**src/rtl/conv_addr_gen.sv**
```systemverilog
// Activation-address generator for the systolic convolution array.
// This block walks a C x H x W activation frame that is stored channel-major.
// It emits one SRAM read address per beat for every K x K x C tap of every output window.
// Up to ROWS consecutive windows form one batch, with one window per PE row.
// Within a batch, the tap loop is the outer loop and the PE row is the inner loop.
//
// state | meaning
// IDLE  | waiting for start; config writes accepted
// RUN   | presenting beats, one per addr_valid & addr_ready
// DONE  | single-cycle frame-end pulse (also follows a rejected start)
module conv_addr_gen #(
  parameter int ROWS   = 16,
  parameter int K      = 3,
  parameter int ADDR_W = 16,
  parameter int DIM_W  = 8,
  localparam int RW    = (ROWS > 1) ? $clog2(ROWS) : 1
) (
  input  logic              clk,
  input  logic              rst,
  input  logic              cfg_we,
  input  logic [1:0]        cfg_sel,
  input  logic [DIM_W-1:0]  cfg_data,
  input  logic              start,
  output logic              busy,
  output logic              addr_valid,
  input  logic              addr_ready,
  output logic [ADDR_W-1:0] addr,
  output logic [RW-1:0]     pe_row,
  output logic              batch_last,
  output logic              done,
  output logic              cfg_err
);

  localparam int KW  = (K > 1) ? $clog2(K) : 1;
  localparam int RMW = 2 * DIM_W + 1;
  localparam logic [KW-1:0]    KMAX   = KW'(K - 1);
  localparam logic [DIM_W-1:0] KD     = DIM_W'(K);
  localparam logic [DIM_W-1:0] ONE_D  = DIM_W'(1);
  localparam logic [RMW-1:0]   ROWS_R = RMW'(ROWS);
  localparam logic [RMW-1:0]   ONE_R  = RMW'(1);

  typedef enum logic [1:0] {S_IDLE, S_RUN, S_DONE} state_t;

  state_t state_q, state_d;
  logic [DIM_W-1:0] c_q, c_d, w_q, w_d, h_q, h_d, s_q, s_d;
  logic [DIM_W-1:0] ow_q, ow_d;
  logic [DIM_W-1:0] ch_q, ch_d;
  logic [KW-1:0]    ky_q, ky_d, kx_q, kx_d;
  logic [RW-1:0]    r_q, r_d;
  logic [DIM_W-1:0] ox_q, ox_d, oy_q, oy_d, oxb_q, oxb_d, oyb_q, oyb_d;
  logic [RMW-1:0]   rem_q, rem_d;
  logic [ADDR_W-1:0] addr_q, addr_d;
  logic [RW-1:0]    pe_row_q, pe_row_d;
  logic             last_q, last_d, valid_q, valid_d, err_q, err_d;

  logic [DIM_W-1:0] s_div, ow_calc, oh_calc, adv_ox, adv_oy;
  logic [RMW-1:0]   nwin, nb_q, nb_n;
  logic             cfg_ok, last_row, last_tap, load;

  // Config shadow: a write only lands while idle, and start in the same cycle sees it
  always_comb begin
    c_d = c_q;
    w_d = w_q;
    h_d = h_q;
    s_d = s_q;
    if (cfg_we && state_q == S_IDLE) begin
      case (cfg_sel)
        2'd0:    c_d = cfg_data;
        2'd1:    w_d = cfg_data;
        2'd2:    h_d = cfg_data;
        default: s_d = cfg_data;
      endcase
    end
  end

  // Frame geometry, batch size and raster window stepping
  always_comb begin
    s_div    = (s_d == '0) ? ONE_D : s_d;
    ow_calc  = (w_d - KD) / s_div + ONE_D;
    oh_calc  = (h_d - KD) / s_div + ONE_D;
    nwin     = RMW'(ow_calc) * RMW'(oh_calc);
    cfg_ok   = (c_d != '0) && (s_d != '0) && (w_d >= KD) && (h_d >= KD);
    nb_q     = (rem_q >= ROWS_R) ? ROWS_R : rem_q;
    last_row = (RMW'(r_q) == nb_q - ONE_R);
    last_tap = (kx_q == KMAX) && (ky_q == KMAX) && (ch_q == c_d - ONE_D);
    if (ox_q == ow_q - ONE_D) begin
      adv_ox = '0;
      adv_oy = oy_q + ONE_D;
    end else begin
      adv_ox = ox_q + ONE_D;
      adv_oy = oy_q;
    end
  end

  // Next-state and next-beat computation
  always_comb begin
    state_d  = state_q;
    ow_d     = ow_q;
    ch_d     = ch_q;
    ky_d     = ky_q;
    kx_d     = kx_q;
    r_d      = r_q;
    ox_d     = ox_q;
    oy_d     = oy_q;
    oxb_d    = oxb_q;
    oyb_d    = oyb_q;
    rem_d    = rem_q;
    valid_d  = valid_q;
    err_d    = err_q;
    addr_d   = addr_q;
    pe_row_d = pe_row_q;
    last_d   = last_q;
    load     = 1'b0;
    case (state_q)
      S_IDLE: begin
        if (start) begin
          if (cfg_ok) begin
            state_d = S_RUN;
            err_d   = 1'b0;
            valid_d = 1'b1;
            load    = 1'b1;
            ow_d    = ow_calc;
            rem_d   = nwin;
            ch_d    = '0;
            ky_d    = '0;
            kx_d    = '0;
            r_d     = '0;
            ox_d    = '0;
            oy_d    = '0;
            oxb_d   = '0;
            oyb_d   = '0;
          end else begin
            state_d = S_DONE;
            err_d   = 1'b1;
          end
        end
      end
      S_RUN: begin
        if (valid_q && addr_ready) begin
          load = 1'b1;
          if (!last_row) begin
            r_d  = r_q + RW'(1);
            ox_d = adv_ox;
            oy_d = adv_oy;
          end else begin
            r_d  = '0;
            ox_d = oxb_q;
            oy_d = oyb_q;
            if (kx_q != KMAX) begin
              kx_d = kx_q + KW'(1);
            end else begin
              kx_d = '0;
              if (ky_q != KMAX) begin
                ky_d = ky_q + KW'(1);
              end else begin
                ky_d = '0;
                ch_d = ch_q + ONE_D;
              end
            end
            if (last_tap) begin
              ch_d = '0;
              if (rem_q <= ROWS_R) begin
                state_d = S_DONE;
                valid_d = 1'b0;
                load    = 1'b0;
              end else begin
                // Next batch starts at the window after this batch's last row
                rem_d = rem_q - ROWS_R;
                ox_d  = adv_ox;
                oy_d  = adv_oy;
                oxb_d = adv_ox;
                oyb_d = adv_oy;
              end
            end
          end
        end
      end
      default: state_d = S_IDLE;
    endcase

    nb_n = (rem_d >= ROWS_R) ? ROWS_R : rem_d;
    if (load) begin
      // Wrap-around arithmetic at ADDR_W bits gives the same low bits as a wide product truncated afterwards
      addr_d = ADDR_W'(ch_d) * ADDR_W'(w_d) * ADDR_W'(h_d)
             + (ADDR_W'(oy_d) * ADDR_W'(s_d) + ADDR_W'(ky_d)) * ADDR_W'(w_d)
             + ADDR_W'(ox_d) * ADDR_W'(s_d) + ADDR_W'(kx_d);
      pe_row_d = r_d;
      last_d   = (ch_d == c_d - ONE_D) && (ky_d == KMAX) && (kx_d == KMAX)
               && (RMW'(r_d) == nb_n - ONE_R);
    end
  end

  // State and datapath registers
  always_ff @(posedge clk or posedge rst) begin
    if (rst) begin
      state_q  <= S_IDLE;
      c_q      <= '0;
      w_q      <= '0;
      h_q      <= '0;
      s_q      <= '0;
      ow_q     <= '0;
      ch_q     <= '0;
      ky_q     <= '0;
      kx_q     <= '0;
      r_q      <= '0;
      ox_q     <= '0;
      oy_q     <= '0;
      oxb_q    <= '0;
      oyb_q    <= '0;
      rem_q    <= '0;
      addr_q   <= '0;
      pe_row_q <= '0;
      last_q   <= 1'b0;
      valid_q  <= 1'b0;
      err_q    <= 1'b0;
    end else begin
      state_q  <= state_d;
      c_q      <= c_d;
      w_q      <= w_d;
      h_q      <= h_d;
      s_q      <= s_d;
      ow_q     <= ow_d;
      ch_q     <= ch_d;
      ky_q     <= ky_d;
      kx_q     <= kx_d;
      r_q      <= r_d;
      ox_q     <= ox_d;
      oy_q     <= oy_d;
      oxb_q    <= oxb_d;
      oyb_q    <= oyb_d;
      rem_q    <= rem_d;
      addr_q   <= addr_d;
      pe_row_q <= pe_row_d;
      last_q   <= last_d;
      valid_q  <= valid_d;
      err_q    <= err_d;
    end
  end

  assign busy       = (state_q != S_IDLE);
  assign done       = (state_q == S_DONE);
  assign addr_valid = valid_q;
  assign addr       = addr_q;
  assign pe_row     = pe_row_q;
  assign batch_last = last_q;
  assign cfg_err    = err_q;

endmodule

```
**config.mk**
```make
export PLATFORM = sky130hd
export DESIGN_NAME = conv_addr_gen
export DESIGN_NICKNAME = d
export VERILOG_FILES = /design/src/rtl/conv_addr_gen.sv
export SDC_FILE = /design/constraint.sdc
export NUM_CORES = 2
export LEC_CHECK = 0
export CORE_ASPECT_RATIO = 0.9
export CORE_MARGIN = 5
export CORE_UTILIZATION = 35
export CTS_CLUSTER_SIZE = 40
export DETAILED_ROUTE_END_ITERATION = 6
export PLACE_DENSITY = 0.51
export SYNTH_ARGS = -nofsm -noshare
export SYNTH_HDL_FRONTEND = slang
export SYNTH_SLANG_ARGS = --single-unit
```
**constraint.sdc**
```tcl
create_clock -name clk -period 54.8 [get_ports clk]
set_input_delay 13.7 -clock clk [delete_from_list [all_inputs] [get_ports clk]]
set_output_delay 13.7 -clock clk [all_outputs]
set_load 0.01 [all_outputs]
```
==> results.json <==
{
  "outcome": "complete, no violations",
  "ioPinCount": 40,
  "post-route-worst-setup-slack_ps": 18210,
  "numPortBuffers": 39,
  "multi_input_area_sq_mm": 0.0197,
  "largest-register": "rem_q",
  "gp_congestion": 0.905,
  "synth_top_area_cell": "fa_1",
  "dominant_combinational_cell_family_by_area_after_synthesis": "adder cells",
  "layout.nets": 3536,
  "die_h_um": 263,
  "worst-path-max-fanout": 21,
  "worst-setup-path-type": "in2reg",
  "antenna_violating_nets_post_route": 0,
  "synthesized_netlist_net_count": 3531,
  "post_synthesis_share_of_cell_area_spent_on_full_adders_half_adders_and_majority_gates": 0.388,
  "number_of_core_rows": 92,
  "cp_data_arrival_time_ps": 37010,
  "synth_area_leaders": "fa_1, ha_1, dfrtp_1, inv_1, nand2_1",
  "synth.avg_cell_area_sq_um": 8.50,
  "yosys_warnings": 0,
  "finalSetupViolations": 0,
  "final_max_slew_viol_count": 0,
  "synth_simple_gate_area_share": 0.201,
  "via_count": 20500,
  "yosys.area.top_type_share": 0.252,
  "wire_length_per_cell_um": 20.6,
  "drv_cap": 0,
  "grtUsageTotal": 0.210,
  "h_tree_levels": 4,
  "cts_resized": 0,
  "starting_density_of_the_core": 0.354,
  "drt-vias-per-instance": 5.27,
  "fill_cells": 7134,
  "via_count_of_the_first_global_routing_pass": 21200,
  "post_route_drc_violation_count": 0,
  "area_growth_pct": 8.38,
  "synth-edff-count": 0,
  "crit_slowest_cell": "clkinv_1",
  "synth-async-reset-ratio": 1.00,
  "postSynthRegisterBits": 130,
  "cts-buffers-inserted": 17,
  "synth_compound_area_frac": 0.111,
  "fin_crit_ps": 36590,
  "place_worst_setup_slack_ps": 17920,
  "first_pass_iters": 5,
  "rsz0062_at_grt": "no",
  "worst_slew_pin_slew_ps": 1210,
  "cts-root-to-sink-buffers": 2,
  "synth_seq_area_share": 0.131,
  "skew_ps": 15.1,
  "hold_buf_count_cts": 0,
  "hold_violations": 0,
  "netlist_area_sq_mm": 0.0249,
  "layout-drive-gt1-share": 0.0624,
  "dpl-instance-area_sq_mm": 0.0264,
  "clock_sinks": 130,
  "drtIter0Drc": 1297,
  "grt_first_pass_wirelength_mm": 126,
  "critical-path-top-cell-by-count": "o21a_1",
  "multiplexer_share_of_the_synthesized_area": 0.0347,
  "setup.worst_path.start_class": "input port",
  "worst_path_largest_cell_delay_ps": 960,
  "antenna_found_initial": 1,
  "clock_insertion_delay_worst_skew_ps": 490,
  "critical_path.endpoint_type": "flop",
  "post_cts.repair.setup_buffers": 0,
  "hp-class": "reg2reg",
  "final.period_utilization": 0.668,
  "core_region_area_sq_mm": 0.0703,
  "max_clock_freq_mhz": 27.3,
  "sequential_cell_area_sq_mm": 0.00325,
  "largest_register_ff_count": 17,
  "setup-tns-final_ps": 0,
  "die-area_sq_mm": 0.0766,
  "chipWidth_um": 291,
  "reg2reg_slack_ps": 31240,
  "worst-endpoint-required_ps": 55210,
  "wl_mm": 80.2,
  "synth_flop_cell": "dfrtp_1",
  "synth_common_cells": "inv_1, nand2_1, fa_1",
  "clkTransAtPathRegs_ps": 70,
  "yosysUniqueCellTypes": 108,
  "grt_overflow": 0,
  "hpwl_mm": 65.3,
  "tritoncts": "built",
  "xor_xnor_share_of_the_synthesized_area": 0.0550,
  "yosysMostFrequentCell": "inv_1",
  "grt_start_max_net_pins": 78,
  "netlist_instances": 2932,
  "finish.instance_area_sq_mm": 0.0270,
  "cts_root_buffer": "clkbuf_16",
  "max_slew_margin": 0.196
}
metal layers:
metal	vias up	routed length (um)	GRT usage
met1	10100	37600	0.300
met2	633	34900	0.320
li1	9635	-	-
met3	137	4910	0.0403
met4	0	2810	0.0726
met5	-	0	0
worst paths after layout:
| check | start | depth (start not counted) | endpoint |
|---|---|---|---|
| min | addr[6]$_DFFE_PP0P_ | 2 | addr[6]$_DFFE_PP0P_ |
| max in group asynchronous | rst | 3 | h_q[3]$_DFF_PP0_ |
| max reg2reg | state_q[0]$_DFFE_PP0P_ | 86 | batch_last$_DFFE_PP0P_ |
| min reg2reg | addr[6]$_DFFE_PP0P_ | 2 | addr[6]$_DFFE_PP0P_ |
| max | cfg_we | 86 | batch_last$_DFFE_PP0P_ |
| min in group asynchronous | rst | 2 | oyb_q[5]$_DFFE_PP0P_ |
area by class of cell:
type                       instances  share of cell area
multi-input combinational       2277               0.729
sequential                       130               0.121
antenna                            1           0.0000927
clock buffer                      19              0.0164
clock inverter                    13             0.00468
timing repair buffer              77              0.0250
inverter                         434              0.0605
tap                              940              0.0436
placed cells by master (no fill, tap or decap), types with 80 or more instances in the layout:
master | Yosys | layout
inv_1 | 422 | 421
o21ai_0 | 106 | 105
nor2_1 | 265 | 264
ha_1 | 270 | 270
dfrtp_1 | 130 | 130
nand2_1 | 389 | 388
nor3_1 | 91 | 91
xnor2_1 | 98 | 98
fa_1 | 314 | 314
a21oi_1 | 87 | 86
and2_1 | 80 | 80
critical path: cells and delay by family:
| kind | cells | cell delay, ps |
|---|---|---|
| AO/OA/AOI/OAI | 36 | 6910 |
| AND/OR/NAND/NOR | 23 | 5730 |
| adder cells (fa/ha/maj) | 14 | 5430 |
| buffers and inverters | 6 | 2030 |
| multiplexers | 4 | 1970 |
| XOR/XNOR | 3 | 1170 |
stage by stage:
| step | instances | util | hold slack, ps |
|---|---|---|---|
| after CTS | 3890 | 0.384 | 492 |
| final | 3891 | 0.384 | 486 |
| after detailed placement | 3858 | 0.376 | 475 |
| after global placement | 3858 | 0.376 | 472 |
| after global routing | 3890 | 0.384 | 514 |
| after floorplan | 2932 | - | 469 |
cells by family after synthesis:
group | Yosys count
fa+ha+maj | 584
simple gates | 1053
xor+xnor | 153
flops | 130
mux | 77
buf+inv | 525
compound gates | 410
Power is left out: the tool's default activity adds up to more than one toggle a clock period on the data nets, which glitch-free logic cannot reach.
